<file path="src/rtl/csa_pkg.sv">
// csa_pkg: shared state type and sizing helper for the carry-save accumulator
package csa_pkg;
    typedef enum logic [1:0] {ACCUM, RESOLVE, DONE} accum_state_t;

    function automatic int cdiv(input int a, input int b);
        return (a + b - 1) / b;
    endfunction
endpackage

</file>
<file path="src/rtl/csa_row.sv">
// csa_row: combinational W-bit 3:2 compressor, carry pre-shifted with its MSB dropped
module csa_row #(
    parameter int W = 9
) (
    input  logic [W-1:0] x,
    input  logic [W-1:0] y,
    input  logic [W-1:0] z,
    output logic [W-1:0] s,
    output logic [W-1:0] c
);
    assign s = x ^ y ^ z;
    assign c = {(x[W-2:0] & y[W-2:0]) | (x[W-2:0] & z[W-2:0]) | (y[W-2:0] & z[W-2:0]), 1'b0};
endmodule

</file>
<file path="src/rtl/csa_accum.sv">
// csa_accum: carry-save multi-operand accumulator with chunked final resolve
// CSA_ACCUM_SIGNED_EN: operands are two's complement and sign-extended
module csa_accum
    import csa_pkg::*;
#(
    parameter int N       = 5,
    parameter int MAX_OPS = 16,
    parameter int CHUNK   = 4,
    localparam int LW     = $clog2(MAX_OPS),
    localparam int ACC_W  = N + LW,
    localparam int CW     = LW + 1
) (
    input  logic             clk,
    input  logic             rst,
    input  logic             in_valid,
    output logic             in_ready,
    input  logic [N-1:0]     in_data,
    input  logic             in_last,
    output logic             out_valid,
    input  logic             out_ready,
    output logic [ACC_W-1:0] out_sum,
    output logic [CW-1:0]    out_count
);
    localparam int R  = cdiv(ACC_W, CHUNK);
    localparam int PW = R * CHUNK;
    localparam int JW = $clog2(R + 1);

    accum_state_t   state;
    logic [ACC_W-1:0] sum_r, carry_r, op, row_s, row_c;
    logic [CW-1:0]  count;
    logic [JW-1:0]  j;
    logic           cy;
    logic [PW-1:0]  res;
    logic [CHUNK:0] add;

`ifdef CSA_ACCUM_SIGNED_EN
    assign op = {{LW{in_data[N-1]}}, in_data};
`else
    assign op = {{LW{1'b0}}, in_data};
`endif

    assign in_ready = state == ACCUM;
    assign add = {1'b0, sum_r[CHUNK-1:0]} + {1'b0, carry_r[CHUNK-1:0]} + (CHUNK+1)'(cy);

    csa_row #(.W(ACC_W)) u_row (.x(sum_r), .y(carry_r), .z(op), .s(row_s), .c(row_c));

    // RESOLVE shifts sum_r/carry_r down one chunk per cycle and stacks chunk sums
    // into res; the extra cycle at j==R loads the result registers.
    always_ff @(posedge clk) begin
        if (rst) begin
            state     <= ACCUM;
            sum_r     <= '0;
            carry_r   <= '0;
            count     <= '0;
            j         <= '0;
            cy        <= 1'b0;
            res       <= '0;
            out_valid <= 1'b0;
            out_sum   <= '0;
            out_count <= '0;
        end else begin
            case (state)
                ACCUM: if (in_valid) begin
                    sum_r   <= row_s;
                    carry_r <= row_c;
                    count   <= count + 1'b1;
                    if (in_last || count == CW'(MAX_OPS - 1)) begin
                        state <= RESOLVE;
                        j     <= '0;
                        cy    <= 1'b0;
                    end
                end
                RESOLVE: if (j == JW'(R)) begin
                    state     <= DONE;
                    out_valid <= 1'b1;
                    out_sum   <= res[ACC_W-1:0];
                    out_count <= count;
                end else begin
                    sum_r   <= sum_r >> CHUNK;
                    carry_r <= carry_r >> CHUNK;
                    cy      <= add[CHUNK];
                    res     <= PW'({add[CHUNK-1:0], res} >> CHUNK);
                    j       <= j + 1'b1;
                end
                DONE: if (out_ready) begin
                    state     <= ACCUM;
                    out_valid <= 1'b0;
                    sum_r     <= '0;
                    carry_r   <= '0;
                    count     <= '0;
                end
                default: state <= ACCUM;
            endcase
        end
    end
endmodule

</file>
<file path="config.mk">
export PLATFORM = sky130hd
export DESIGN_NAME = csa_accum
export DESIGN_NICKNAME = d
export VERILOG_FILES = /design/src/rtl/csa_pkg.sv /design/src/rtl/csa_row.sv /design/src/rtl/csa_accum.sv
export SDC_FILE = /design/constraint.sdc
export NUM_CORES = 1
export LEC_CHECK = 0
export BUFFER_PORTS_ARGS = -buffer_cell sky130_fd_sc_hd__buf_4
export CORE_MARGIN = 3
export CORE_UTILIZATION = 35
export CTS_CLUSTER_SIZE = 16
export DETAILED_ROUTE_END_ITERATION = 16
export PLACE_DENSITY = 0.52
export SLEW_MARGIN = 20
export SYNTH_ARGS = -nofsm -noshare
export SYNTH_HDL_FRONTEND = slang
export SYNTH_SLANG_ARGS = --single-unit
</file>
<file path="constraint.sdc">
create_clock -name clk -period 5.5 [get_ports clk]
set_clock_uncertainty 0.05 [all_clocks]
set_input_delay 0.275 -clock clk [delete_from_list [all_inputs] [get_ports clk]]
set_output_delay 0.275 -clock clk [all_outputs]
set_load 0.03 [all_outputs]
</file>
* Word-level counts from Yosys, hierarchy flattened *
Index checks and enable logic that the tools add are counted.

storage, ports and cells
  register bits after elaboration = 55
  bits in latches = 0
  bits in writable memories = 0
  bits in read-only memories = 0
  bits of input ports = 10
  output and inout bits = 16
  word-level logic and storage cells = 70
  memories kept = 0

operators by class
  $add $sub $neg = 4
  multiply operators = 0
  divide/modulo/power cells = 0
  order comparisons = 0
  equality and inequality tests = 9
  shifts and indexed selects = 0
  mux-type cells = 26
  bitwise gates (word level) = 8
  reduce and logical (&&, ||, !) cells = 13

operators by type and width
  cell                   count
  $pmux W9 S3            2
  $mux W9                5
  $and A8 B5 Y8          2
  $or A8 B8 Y8           2
  $mux W2                7
  $reduce_and A4 Y1      3
  $mux W5                2
  $pmux W5 S2            1
  $xor A9 B5 Y9          1
  $xor A9 B9 Y9          1
  $and A8 B8 Y8          1
  $ne A2 B2 Y1 const B   4
  $pmux W2 S3            1
  $reduce_and A3 Y1      2
  $reduce_bool A2 Y1     3
  $add A4 B4 Y5          1
  $add A5 B1 Y5          1
  $add A5 B1 Y5 const B  1
  $eq A5 B4 Y1 const B   1
  $mux W1                5
  $eq A2 B2 Y1 const B   2
  $pmux W1 S2            2
  $pmux W2 S2            1
  $reduce_and A2 Y1      2
  7 further kinds        7

* Longest topological paths before layout *
  depth in word-level cells = 5
  gate-level depth with buffers = 8
  gate-level depth less buffers = 6

* Hierarchy *
From an unflattened synthesis, not the netlist that was laid out.

second synthesis, totals
  cells, all modules = 324
  area, all modules = 2954.1 um^2

by module, submodules not included
  module     times used  cells an instance  area an instance (um^2)  seq. area each (um^2)
  csa_accum  1           313                2758.9                   1101.1
  csa_row    1           11                 195.2                    0.0

* Worst setup path after synthesis *
No wires, ideal clock.

  path kind = register -> register
  start point = register state[0]
  end point = register count[2]
  library setup time = 70 ps
  data arrival time = 1729 ps
  data required time = 5380 ps
  setup slack = 3650 ps
  stages on the path, launching flop included = 7
  buffers on the path = 1
  period minus slack after synthesis = 1850 ps
  path through = dfxtp_1 inv_1 ha_1 buf_2 nand3b_1 or3b_2 a21oi_1

between the ends
  longest elaborated chain between the ends = 3
  elaborated cells on any way between the ends = 7
  classes of those cells = eq/ne (3); mux (1); reduce/logical (3)

ends and longest elaborated chain
  item                                                                 RTL line         text
  from (decl)                                                          csa_accum.sv:28  accum_state_t state;
  from (signal assigned)                                               csa_accum.sv:51  state <= ACCUM;
  from (signal assigned)                                               csa_accum.sv:68  state <= RESOLVE;
  from (signal assigned)                                               csa_accum.sv:74  state <= DONE;
  $logic_not A2 Y1 (*)                                                 --
  via in_ready                                                         csa_accum.sv:16  output logic in_ready,
  $ne A2 B2 Y1 (no line) / $reduce_bool A2 Y1 (equally long branches)  --
  $reduce_and A3 Y1 (no line)                                          --
  to (signal assigned)                                                 csa_accum.sv:66  count <= count + 1'b1;
  to (decl)                                                            csa_accum.sv:30  logic [CW-1:0] count;

The timed path passes the listed nets; every way through them passes the cells marked *.
A chain may end at the register's enable or synchronous reset.

* Final worst setup path *
  start point = register state[1]
  end point = register sum_r[8]

between the ends
  longest elaborated chain between the ends = 3
  elaborated cells on any way between the ends = 9
  classes of those cells = eq/ne (5); mux (1); reduce/logical (3)

ends and longest elaborated chain
  item                                                                 RTL line         text
  $eq A2 B1 Y1 (tied with other cells)                                 csa_accum.sv:62  case (state)
  $ne A2 B2 Y1 (no line) / $reduce_bool A3 Y1 (equally long branches)  --
  $reduce_and A4 Y1 (no line)                                          --
  to (signal assigned)                                                 csa_accum.sv:64  sum_r <= row_s;
  to (signal assigned)                                                 csa_accum.sv:79  sum_r <= sum_r >> CHUNK;
  to (decl)                                                            csa_accum.sv:29  logic [ACC_W-1:0] sum_r, carry_r, op, row_s, row_c;

Parallel ways exist; a longest one is shown, timed or not.

==> results by group <==
Yosys
  • Yosys cell types: 40
  • Async S/R FF share, synth: 0%
  • Synth Flop Type: dfxtp_1
  • Synth area leader: dfxtp_1
  • Synth Area in Adders: 11.4%
  • Synth Instances: roughly 320
  • Post-synthesis instance area: 2770 sq um
  • Synth Net Count: 353
  • Post-synthesis simple-gate area fraction: 20.6%
  • Post-Synth XOR/XNOR Area: less than 1%
  • Commonest cells post-synth: nand2_1 (57), dfxtp_1 (55), a21oi_1 (39)
  • Count leader, synth: nand2_1
  • Avg Cell Area, Syn: 8.60 sq um
  • Post-synth EDFFs: 0
  • Yosys top cell area share: 39.7%
  • Yosys warns: 0
  • Area contributors post-synth: dfxtp_1 (40%), nand2_1 (7.7%), a21oi_1 (7.0%), ha_1 (6.3%), fa_1 (5.1%)
  • Mux share of post-synthesis cell area: ~1.1%
  • Synth Area in Compound Gates: 20.7%
  • Flops & latches, synth: 55
  • Largest family of logic cells by synthesized area: compound AO/OA/AOI/OAI gates
  • Sequential fraction of the synthesis area: just under 40%

Clocking
  • CTS clock-pin slew for the worst setup and hold paths: 0.11 ns
  • Hold_buf cts: 0
  • Root buf cell: clkbuf_8
  • Clock sinks: 55
  • Max Root-Sink Buffers: 2
  • # Post-CTS Setup Buffers: 0
  • H-tree levels: 2
  • Clk_lat worst skew: 0.32 ns
  • Post-CTS sizing: 0
  • Clock tree from TritonCTS: done
  • CTS buffer count: 5

Setup path
  • Crit. Startpoint: state[1]$_SDFFE_PP0P_
  • Critical path class: reg -> reg
  • R2R Path Start: state[1]$_SDFFE_PP0P_
  • Setup crit end kind: flip-flop
  • Worst path bufs/invs: 1
  • Cell family with most CP delay: compound AO/OA/AOI/OAI gates
  • CP Max Fanout: 18
  • Worst-path cell chain: inv_1, ha_1, a21oi_2, o2111ai_1, a32o_1
  • Kind of start point of the critical path: flip-flop
  • CP required: approximately 5.7 ns
  • Crit-path max cell delay: 0.75 ns
  • Arr. time, crit path: 2.46 ns
  • Slowest cell on crit path: a21oi_2

Die
  • Horiz. Die Dim: 95.0 um
  • Core box area: 7450 sq um
  • I/O pin count: 26
  • Initial core utilization: 37.2%
  • Die Ht: 95.0 um
  • Die area: 9020 sq um
  • Num rows: 31

Global routing
  • Gr ovfl total: 0
  • Total GRT Usage: 15.0%
  • First-pass GRT wire length: ~11 mm
  • Antenna violations before repair: 0
  • Vias in the first global route: 2158
  • Largest net degree at the start of global routing: 53

Cells and area
  • Ant. Diodes: 0
  • Final cell count without fillers: 426
  • Layout Nets: 357
  • Cell area after layout: 3050 sq um
  • Area Overhead vs Synth: 10.3%
  • Fraction of layout cells with a size suffix above 1: 12.2%

Worst hold path
  • Hold path start: in_valid
  • Worst hold path class: in -> reg

Placement
  • Placer congestion estimate: between 0.7 and 0.8
  • Post-place instance area: ~3000 sq um
  • Dpl cells: about 420
  • Post-DP HPWL: about 4.2 mm
  • Number of port buffers: 25

Drt
  • Pre-antenna DRT Iters: 4
  • Post-Route WL: between 6 and 7 mm
  • Initial DRC count: 141
  • WL/cell: between 10 and 15 um
  • Drt drc: 0
  • Via density: approximately 5.3
  • Via count: 2247
  • Final ANT Viol Nets: 0

Power
  • PD cells: around 380 nW/um^2
  • Static leakage: around 1.1 nW
  • Worst vdd ir: slightly above 0.0002 V

Timing
  • Slew margin rel.: 44.9%
  • Unrepaired setup endpoints after global routing: no
  • Hold Fails Final Rpt: 0
  • Tmin final: 2.28 ns
  • Fin Hold WS: around 0.26 ns
  • Setup_tns: 0 ns
  • Slew Limit Fails: 0
  • Final worst path period share: 41.5%
  • Max Clk Rate: ~440 MHz
  • Worst Tran Pin Value: between 0.8 and 0.9 ns
  • Final setup fails: 0

Flow run
  • Max-cap violation count: 0

Outcome
  • Status: finished, final reports clean
## through the flow
stage	power [W]	setup WS, ns	utilization, %
CTS	0.00118	2.92	41.0
finish	0.00117	3.22	41.0
floorplan	0.000852	3.65	-
detailed placement	0.000935	2.96	39.7
global placement	0.000928	3.00	39.7
global route	0.00127	2.99	41.0
## flip-flops by register name, summed over array words and instances (netlist names)
| name | cells |
|---|---|
| sum_r | 9 |
| j | 2 |
| res | 12 |
| out_valid | 1 |
| out_sum | 9 |
| state | 2 |
| carry_r | 9 |
| cy | 1 |
| count | 5 |
| out_count | 5 |
## final timing paths
check / endpoint / slack [ns] / cells past startpoint
setup / recovery: sum_r[8]$_SDFFE_PP0P_ / 3.22 / 5
hold / removal: count[0]$_SDFFE_PP0P_ / 0.26 / 3
setup reg to reg: sum_r[8]$_SDFFE_PP0P_ / 3.22 / 5
hold reg to reg: res[5]$_SDFFE_PP0P_ / 0.41 / 2
## placed cells by master (no fill, tap or decap), types with 3 or more instances in the layout
cell / synthesis / layout
a211oi_1: 3 / 3
a21oi_1: 39 / 39
a311oi_1: 8 / 8
a31oi_1: 10 / 10
buf_4: 0 / 26
clkbuf_8: 0 / 5
dfxtp_1: 55 / 55
fa_1: 7 / 7
ha_1: 14 / 14
inv_1: 9 / 9
mux2i_1: 3 / 3
nand2_1: 57 / 57
nand2b_1: 11 / 11
nand3_1: 13 / 13
nand4_1: 9 / 9
nor2_1: 5 / 5
nor2b_1: 10 / 8
o21ai_0: 3 / 3
o31ai_1: 12 / 12
## cells by family after synthesis
group | Yosys count
adders and majority gates | 21
DFF | 55
AOI/OAI and AO/OA | 88
buffers and inverters | 38
muxes | 3
and+or+nand+nor | 116
xor gates and xnor gates | 1
## routing by layer
layer | vias up | share of wire (%) | GRT usage [%] | routed length [um]
li1 | 1148 | - | - | -
met1 | 1062 | 50 | 21.1 | 3130
met2 | 30 | 46 | 23.3 | 2870
met3 | 7 | 3.1 | 2.95 | 193
met4 | 0 | 1.2 | 4.45 | 78
met5 | - | 0 | 0 | 0
## worst min-delay path: cells and delay by family
family | cells | cell delay (ns)
buffers and inverters | 1 | 0.13
and+or+nand+nor | 1 | 0.12
AOI/OAI and AO/OA | 1 | 0.07
## power by group
part | switching [W] | internal (W)
Clock | 0.000151 | 0.0000949
Combinational | 0.000263 | 0.000156
Sequential | 0.0000550 | 0.000450
Total | 0.000469 | 0.000701
## layout make-up
class                   count  area (sq um)
well taps                  99           124
multi-input cells         229          1500
clock inverters             3          27.5
flip-flops and latches     55          1100
repair buffers             26           195
fillers                   780          4390
clock buffers               5          68.8
inverters                   9          33.8
No activity file was read; power rests on OpenSTA's default activity.
